`src/rtl/sipo_pkg.sv`:
```
// Shared types and helpers for the serial-in parallel-out receiver.
package sipo_pkg;

    typedef enum logic {
        S_EMPTY = 1'b0,
        S_FULL  = 1'b1
    } slot_state_t;

    function automatic int cnt_width(input int width);
        return $clog2(width);
    endfunction

endpackage

```
`src/rtl/sipo_shreg.sv`:
```
// Bit assembler: shift register plus bit counter with start-of-frame clear.
// word/word_done are combinational and describe the word completing at the coming edge.
module sipo_shreg
    import sipo_pkg::*;
#(
    parameter int WIDTH     = 4,
    parameter bit MSB_FIRST = 1'b1
) (
    input  logic             clk,
    input  logic             rst,
    input  logic             sin,
    input  logic             sin_en,
    input  logic             sync,
    output logic [WIDTH-1:0] word,
    output logic             word_done
);

    localparam int               CNT_W    = cnt_width(WIDTH);
    localparam logic [CNT_W-1:0] LAST_BIT = CNT_W'(WIDTH - 1);

    logic [WIDTH-1:0] shreg_q, shreg_d;
    logic [WIDTH-1:0] shifted;
    logic [CNT_W-1:0] bit_cnt_q, bit_cnt_d;

    generate
        if (MSB_FIRST) begin : g_msb_first
            assign shifted = {shreg_q[WIDTH-2:0], sin};
        end else begin : g_lsb_first
            assign shifted = {sin, shreg_q[WIDTH-1:1]};
        end
    endgenerate

    // The completed word includes the bit being sampled at this edge.
    assign word = shifted;

    always_comb begin
        shreg_d   = shreg_q;
        bit_cnt_d = bit_cnt_q;
        word_done = 1'b0;
        if (sync) begin
            shreg_d   = '0;
            bit_cnt_d = '0;
        end else if (sin_en) begin
            shreg_d = shifted;
            if (bit_cnt_q == LAST_BIT) begin
                bit_cnt_d = '0;
                word_done = 1'b1;
            end else begin
                bit_cnt_d = bit_cnt_q + CNT_W'(1);
            end
        end
    end

    always_ff @(posedge clk) begin
        if (rst) begin
            shreg_q   <= '0;
            bit_cnt_q <= '0;
        end else begin
            shreg_q   <= shreg_d;
            bit_cnt_q <= bit_cnt_d;
        end
    end

endmodule

```
`src/rtl/sipo_rx.sv`:
```
// Serial-in parallel-out receiver: assembles words and offers them on a
// one-entry valid/ready slot, flagging words dropped while the slot is full.
module sipo_rx
    import sipo_pkg::*;
#(
    parameter int WIDTH     = 4,
    parameter bit MSB_FIRST = 1'b1
) (
    input  logic             clk,
    input  logic             rst,
    input  logic             sin,
    input  logic             sin_en,
    input  logic             sync,
    output logic [WIDTH-1:0] dout,
    output logic             out_valid,
    input  logic             out_ready,
    output logic             overrun,
    output logic             ovr_sticky
);

    slot_state_t      state_q;
    logic [WIDTH-1:0] dout_q;
    logic             overrun_q;
    logic             ovr_sticky_q;

    logic [WIDTH-1:0] word;
    logic             word_done;
    logic             load_d;
    logic             drop_d;

    sipo_shreg #(
        .WIDTH    (WIDTH),
        .MSB_FIRST(MSB_FIRST)
    ) u_shreg (
        .clk      (clk),
        .rst      (rst),
        .sin      (sin),
        .sin_en   (sin_en),
        .sync     (sync),
        .word     (word),
        .word_done(word_done)
    );

    // A full slot being consumed this cycle can take the new word without a bubble.
    always_comb begin
        load_d = word_done && ((state_q == S_EMPTY) || out_ready);
        drop_d = word_done && (state_q == S_FULL) && !out_ready;
    end

    always_ff @(posedge clk) begin
        if (rst) begin
            state_q      <= S_EMPTY;
            dout_q       <= '0;
            overrun_q    <= 1'b0;
            ovr_sticky_q <= 1'b0;
        end else begin
            overrun_q <= drop_d;
            if (drop_d) begin
                ovr_sticky_q <= 1'b1;
            end
            if (load_d) begin
                dout_q <= word;
            end
            case (state_q)
                S_EMPTY: if (load_d) state_q <= S_FULL;
                S_FULL:  if (out_ready && !load_d) state_q <= S_EMPTY;
                default: state_q <= S_EMPTY;
            endcase
        end
    end

    assign dout       = dout_q;
    assign out_valid  = (state_q == S_FULL);
    assign overrun    = overrun_q;
    assign ovr_sticky = ovr_sticky_q;

endmodule

```
`config.mk`:
```
export PLATFORM = sky130hd
export DESIGN_NAME = sipo_rx
export DESIGN_NICKNAME = d
export VERILOG_FILES = /design/src/rtl/sipo_pkg.sv /design/src/rtl/sipo_shreg.sv /design/src/rtl/sipo_rx.sv
export SDC_FILE = /design/constraint.sdc
export NUM_CORES = 1
export LEC_CHECK = 0
export CAP_MARGIN = 20
export CELL_PAD_IN_SITES_DETAIL_PLACEMENT = 0
export CELL_PAD_IN_SITES_GLOBAL_PLACEMENT = 1
export CORE_MARGIN = 10
export CORE_UTILIZATION = 33
export CTS_BUF_LIST = sky130_fd_sc_hd__clkbuf_8
export CTS_CLUSTER_SIZE = 10
export DETAILED_ROUTE_END_ITERATION = 16
export GPL_ROUTABILITY_DRIVEN = 0
export PLACE_DENSITY = 0.85
export SYNTH_ARGS = -nofsm -noshare
export SYNTH_HDL_FRONTEND = slang
export SYNTH_SLANG_ARGS = --single-unit
```
`constraint.sdc`:
```
create_clock -name clk -period 0.96 [get_ports clk]
set_input_delay 0.192 -clock clk [delete_from_list [all_inputs] [get_ports clk]]
set_output_delay 0.192 -clock clk [all_outputs]
set_load 0.01 [all_outputs]
```
==> results of run 1 <==
==> layout by cell type (no fill, tap or decap), drive strengths merged, types with 2 or more instances in the layout <==
cell type / synthesis / final
mux2i: 9 / 9
dfxtp: 12 / 12
clkbuf: 1 / 4
nor3: 5 / 5
buf: 1 / 16
nand2b: 10 / 10
dlygate4sd2: 0 / 3
nor2: 3 / 3
clkdlybuf4s50: 0 / 2
a21oi: 2 / 2
==> critical path, cell delays in order, from the launching register on <==
cell and delay (ns):
sky130_fd_sc_hd__dfxtp_2 0.35, sky130_fd_sc_hd__ha_4 0.15, sky130_fd_sc_hd__nand3b_4 0.09, sky130_fd_sc_hd__nor2_4 0.16
sky130_fd_sc_hd__mux2i_1 0.21
==> state kept, by name (all words and copies together) (netlist names) <==
| register | cells |
|---|---|
| dout | 4 |
| out_valid | 1 |
| overrun | 1 |
| ovr_sticky | 1 |
| u_shreg.bit_cnt_q | 2 |
| u_shreg.shreg_q | 3 |
==> area by class of cell <==
class | count | area, um2 | area share
sequential | 12 | 244 | 0.328
timing repair buffer | 21 | 149 | 0.200
clock buffer | 4 | 55.1 | 0.0741
tap | 16 | 20.0 | 0.0269
multi-input combinational | 32 | 272 | 0.365
inverter | 1 | 3.75 | 0.00505
==> per-layer routing <==
layer,vias to the layer above,global-route usage,share of wire
met1,173,0.0568,0.42
met2,9,0.101,0.48
met4,0,0.0295,0
li1,201,-,-
met3,0,0.0515,0.098
met5,-,0,0
==> stage by stage <==
stage          hold slack [ns]  total power [uW]  setup slack [ns]  instances  TNS, ns
2_1_floorplan            0.264               556           0.00118         47        0
3_3_place_gp             0.430               596            -0.395         81    -4.25
3_5_place_dp             0.431               597            -0.387         81    -4.32
4_1_cts                  0.339              1150           -0.0945         85   -0.321
5_1_grt                  0.344              1190            -0.138         86   -0.503
6_report                 0.334              1130           -0.0621         86   -0.197
==> power by group <==
group | switching (uW) | internal, uW | leakage [uW] | total (uW)
combinational | 28.5 | 45.4 | 0.000214 | 73.9
sequential | 4.18 | 504 | 0.0000983 | 508
clock | 190 | 362 | 0.0000288 | 553
==> worst min path at each step <==
stage	endpoint	slack [ns]	start	cells after the start
after floorplan	u_shreg.bit_cnt_q[0]	0.26	sync	1
after global placement	ovr_sticky	0.43	ovr_sticky	2
after detailed placement	ovr_sticky	0.43	ovr_sticky	2
after CTS	out_valid	0.34	out_ready	3
after global routing	out_valid	0.34	out_ready	3
final	out_valid	0.33	out_ready	3
==> logic make-up after synthesis <==
| group | after synthesis | synth area share |
|---|---|---|
| AO/OA/AOI/OAI | 2 | 0.0195 |
| adder cells (fa/ha/maj) | 1 | 0.0244 |
| buffers and inverters | 3 | 0.0366 |
| flip-flops | 12 | 0.468 |
| multiplexers | 9 | 0.176 |
| AND/OR/NAND/NOR | 20 | 0.276 |
==> timing repair <==
item | CTS | global route
gates resized for setup | 30 | 2
endpoints found under the hold margin | 0 | 0
pin swaps | 1 | 2
setup endpoints to repair | 18 | 7
buffers inserted | 0 | 1
==> reports/summary.txt, run 1 <==
Wire length of the first global-routing pass = 1.64 mm
Number of standard cells after synthesis = 47
Pin count of the biggest net entering global routing = 11
Count of different cell masters after synthesis = 14
Overall routing resource usage = 0.0634
Post-layout utilization of the core = 0.499
R2r worst-path depth = 4
Number of clock sinks = 12
Reg2reg setup slack = -0.06 ns
Mean post-synth cell area = 10.9 um2
Number of max-cap violations = 0
Number of buffers inserted by port buffering = 12
Worst vdd rail ir drop = 0.00138 V
Rows = 14
Category of the critical setup timing path = flip-flop to flip-flop
Number of clock buffers inserted by TritonCTS = 3
Maximum fanout along the worst path = 4
Ratio of cells with drive above 1 in the final layout = 0.414
Class of the worst hold path = primary input to flip-flop
Total core area = 1490 um2
Synthesized area = 513 um2
Period utilisation layout = 1.06
Final critical-path setup slack = -0.0621 ns
Net Count, Synth = 54
Residual overflow from global routing = 0
Startpoint types = flip-flop
Post-synthesis sequential element count = 12
Count of antenna diodes in the layout = 0
Arrival time reported for the critical path endpoint = 1.19 ns
Iteration-0 DRC count of the detailed router = 1
Worst setup skew after layout = 0.00723 ns
Ratio of total power to cell area = 1530 nW/um2
Cell area after placement = 716 um2
Average via count per standard cell = 4.45
Highest clock frequency the design can meet = 0.978 GHz
Antenna violations before repair = 0
Wire length per cell after detailed routing = 11.2 um
CTS Root Buffer Type = sky130_fd_sc_hd__clkbuf_8
I/O Pins = 13
End of the worst register-to-register path = dout[3]
Initial core utilization = 0.345
Synth area leaders = sky130_fd_sc_hd__dfxtp_1, sky130_fd_sc_hd__mux2i_1, sky130_fd_sc_hd__nand2b_1, sky130_fd_sc_hd__nor3_1, sky130_fd_sc_hd__nand3b_4
Number of fillers in the final layout = 144
Post-synth ARST share = 0
Setup crit end kind = flip-flop
Top flip-flop cell by instance count after synthesis = sky130_fd_sc_hd__dfxtp_1
Overall via count from detail_route = 383
Hold buffer count at cts = 0
Slew @ Worst Pin = 0.220 ns
Dominant cell type by area after synthesis = sky130_fd_sc_hd__dfxtp_1
Vias in the first global route = 400
Post-detail-place hpwl = 757 um
Most frequent cell after synthesis = sky130_fd_sc_hd__dfxtp_1
Detailed Route WL = 964 um
Area Overhead vs Synth = 44.9%
Antenna-violating nets left = 0
H-tree levels = 1
Area of the die = 3530 um2
Critical path endpoint = dout[3]
EDFF count, synth = 0
Worst Path Required = 1.13 ns
Count of yosys warnings during synthesis = 0
Setup violation total in the final timing report = 4
Number of pins with negative max-slew slack in the final report = 0
Number of failing hold endpoints at the final stage = 0
Setup repair after global routing missed its margin = yes
Origin of the worst setup path = u_shreg.bit_cnt_q[0]
Outcome = finished, violations left
Portion of synthesized cell area occupied by the leading cell type = 0.468
Post-layout nets = 78
Minimum period implied by the final worst setup slack = 1.02 ns
Number of detailed-route iterations in the first pass = 2
Leakage Power = 0.000341 uW
Register clock-pin slew on the reported worst setup and hold paths = 0.06 ns
DRC viols = 0
Rel. slew slack = 0.853
Post-layout instance area = 743 um2
Later-pin clock latency in the skew report = 0.24 ns
Violated checks = setup timing
Max Buffers Root-to-Sink = 2
Portion of the post-synthesis area used by sequential elements = 0.468
Die outline height = 59.4 um
Most used standard cells in the synthesized netlist = sky130_fd_sc_hd__dfxtp_1, sky130_fd_sc_hd__mux2i_1, sky130_fd_sc_hd__nand2b_1
X dimension of the die = 59.4 um
Reg-to-reg startpoint = u_shreg.bit_cnt_q[0]
Clock tree from TritonCTS = built
Note: power is estimated with default switching activity, not from simulation.
==> run 2: changes to the inputs <==
--- a/config.mk
+++ b/config.mk
@@ -14,7 +14,9 @@
 export CTS_CLUSTER_SIZE = 10
 export DETAILED_ROUTE_END_ITERATION = 16
 export GPL_ROUTABILITY_DRIVEN = 0
+export MAX_ROUTING_LAYER = met4
 export PLACE_DENSITY = 0.85
+export RECOVER_POWER = 100
 export SYNTH_ARGS = -nofsm -noshare
 export SYNTH_HDL_FRONTEND = slang
 export SYNTH_SLANG_ARGS = --single-unit
==> run 2 against run 1 <==
Against the previous run:
- the run still ends with setup timing left
- critical path type unchanged
- highest routed layer unchanged
- sequential share of layout area is 0.055 points higher
- global-route usage is 0.18 points higher
- final cell count stayed put
- worst setup slack worse by 0.0013 ns
- utilization is 0.084 points lower
==> reports/summary.txt, run 2 (same netlist as run 1, synthesis figures left out) <==
Outcome = finished, violations left (unchanged)
Post-detail-place hpwl = 757 um (unchanged)
Register clock-pin slew on the reported worst setup and hold paths = 0.06 ns (about the same)
Routed length on met2 = 465 um (was 463 um)
Worst setup skew after layout = 0.00679 ns (was 0.00723 ns)
Category of the critical setup timing path = flip-flop to flip-flop (unchanged)
Worst Path Required = 1.13 ns (about the same)
Class of the worst hold path = primary input to flip-flop (unchanged)
Minimum period implied by the final worst setup slack = 1.02 ns (about the same)
Ratio of total power to cell area = 1530 nW/um2 (about the same)
Final critical-path setup slack = -0.0635 ns (was -0.0621 ns)
Iteration-0 DRC count of the detailed router = 0 (was 1)
M1 WL = 396 um (was 406 um)
Antenna-violating nets left = 0 (unchanged)
Area Overhead vs Synth = 44.6% (was 44.9%)
Setup crit end kind = flip-flop (unchanged)
Pin count of the biggest net entering global routing = 11 (unchanged)
Final-layout setup total negative slack = -0.203 ns (was -0.197 ns)
DRC viols = 0 (unchanged)
Critical-path cell list = ha_4 -> nand3b_4 -> nor2_4 -> mux2i_1 (unchanged)
Detailed Route WL = 966 um (was 964 um)
Critical path's slowest cell = sky130_fd_sc_hd__dfxtp_2 (unchanged)
Count of antenna diodes in the layout = 0 (unchanged)
Leakage Power = 0.000331 uW (was 0.000341 uW)
Overall via count from detail_route = 381 (was 383)
# placed instances = 81 (unchanged)
Number of clock buffers inserted by TritonCTS = 3 (unchanged)
Number of failing hold endpoints at the final stage = 0 (unchanged)
Residual overflow from global routing = 0 (unchanged)
Wire length per cell after detailed routing = 11.2 um (about the same)
Routed met3 length = 104 um (was 94 um)
CTS Root Buffer Type = sky130_fd_sc_hd__clkbuf_8 (unchanged)
Total core area = 1490 um2 (unchanged)
Later-pin clock latency in the skew report = 0.24 ns (about the same)
Number of flip-flops under the largest register name = 4 (unchanged)
Number of pins with negative max-slew slack in the final report = 0 (unchanged)
Violated checks = setup timing (unchanged)
Worst setup slack before clock tree synthesis = -0.387 ns (unchanged)
Post-Layout Cell Count = 86 (unchanged)
Maximum fanout along the worst path = 4 (unchanged)
Rel. slew slack = 0.854 (was 0.853)
Overall routing resource usage = 0.0652 (was 0.0634)
Antenna violations before repair = 0 (unchanged)
Vias in the first global route = 400 (unchanged)
Period utilisation layout = 1.07 (was 1.06)
Max Buffers Root-to-Sink = 2 (unchanged)
Wire length of the first global-routing pass = 1.64 mm (unchanged)
Slew @ Worst Pin = 0.218 ns (was 0.220 ns)
Number of buffers inserted by port buffering = 12 (unchanged)
Worst vdd rail ir drop = 0.00137 V (was 0.00138 V)
Clock tree from TritonCTS = built (unchanged)
I/O Pins = 13 (unchanged)
Area of the die = 3530 um2 (unchanged)
Highest clock frequency the design can meet = 0.977 GHz (was 0.978 GHz)
Post-layout nets = 78 (unchanged)
Setup violation total in the final timing report = 4 (unchanged)
Highest cell delay on the worst timing path = 0.35 ns (about the same)
DR top layer = met3 (unchanged)
Rows = 14 (unchanged)
Setup repair after global routing missed its margin = yes (unchanged)
Number of clock sinks = 12 (unchanged)
H-tree levels = 1 (unchanged)
Top library cells by usage in the layout, fill and taps aside = sky130_fd_sc_hd__mux2i_1, sky130_fd_sc_hd__nand2b_1, sky130_fd_sc_hd__dfxtp_1, sky130_fd_sc_hd__buf_4 (was sky130_fd_sc_hd__mux2i_1, sky130_fd_sc_hd__nand2b_1, sky130_fd_sc_hd__dfxtp_1, sky130_fd_sc_hd__buf_4, sky130_fd_sc_hd__buf_2)
Number of max-cap violations = 0 (unchanged)
Arrival time reported for the critical path endpoint = 1.20 ns (was 1.19 ns)
Die outline height = 59.4 um (unchanged)
X dimension of the die = 59.4 um (unchanged)
Initial core utilization = 0.345 (unchanged)
Smallest hold slack = 0.335 ns (was 0.334 ns)
Ratio of cells with drive above 1 in the final layout = 0.400 (was 0.414)
Startpoint types = flip-flop (unchanged)
Average via count per standard cell = 4.43 (was 4.45)
Number of detailed-route iterations in the first pass = 1 (was 2)
run 2: timing repair:
action / CTS / global route
pin swaps: 1 / 2
hold endpoints to repair: 0 / 0
endpoints found under the setup margin: 18 / 7
gates resized for setup: 30 / 2
setup buffers: 0 / 1
hold buffers: 0 / 0
run 2: layer usage:
metal  GRT usage  vias up
li1            -      201
met1      0.0568      171
met2       0.101        9
met3      0.0515        0
met4      0.0295        0
met5           -        -
run 2: worst paths after layout:
check / slack (ns) / end / depth (start not counted) / from
worst min-delay path: 0.34 / out_valid / 3 / out_ready
worst max-delay path: -0.06 / dout[3] / 4 / u_shreg.bit_cnt_q[0]
worst min register to register: 0.45 / ovr_sticky / 2 / ovr_sticky
worst max register to register: -0.06 / dout[3] / 4 / u_shreg.bit_cnt_q[0]
run 2: through the flow:
stage,util,total power [uW],instance area (um2)
after floorplan,-,556,531
after global placement,0.481,596,716
after detailed placement,0.481,597,716
after CTS,0.496,1150,738
after global routing,0.498,1190,742
final,0.498,1130,742
run 2: layout make-up:
class | count | area (um2)
clock buffer | 4 | 55.1
fill | 144 | 747
inverter | 1 | 3.75
multi-input combinational | 32 | 272
sequential | 12 | 244
tap | 16 | 20.0
timing repair buffer | 21 | 148
run 2: critical path, delay by kind of cell, from the launching register on:
kind	cells	cell delay, ns
adders and majority gates	1	0.15
muxes	1	0.21
and+or+nand+nor	2	0.25
DFF	1	0.35
run 2: report_power, final:
part	internal (uW)	leakage, uW	total (uW)	switching (uW)
clock	362	0.0000288	550	188
combinational	45.4	0.000204	73.9	28.5
sequential	504	0.0000983	508	4.19
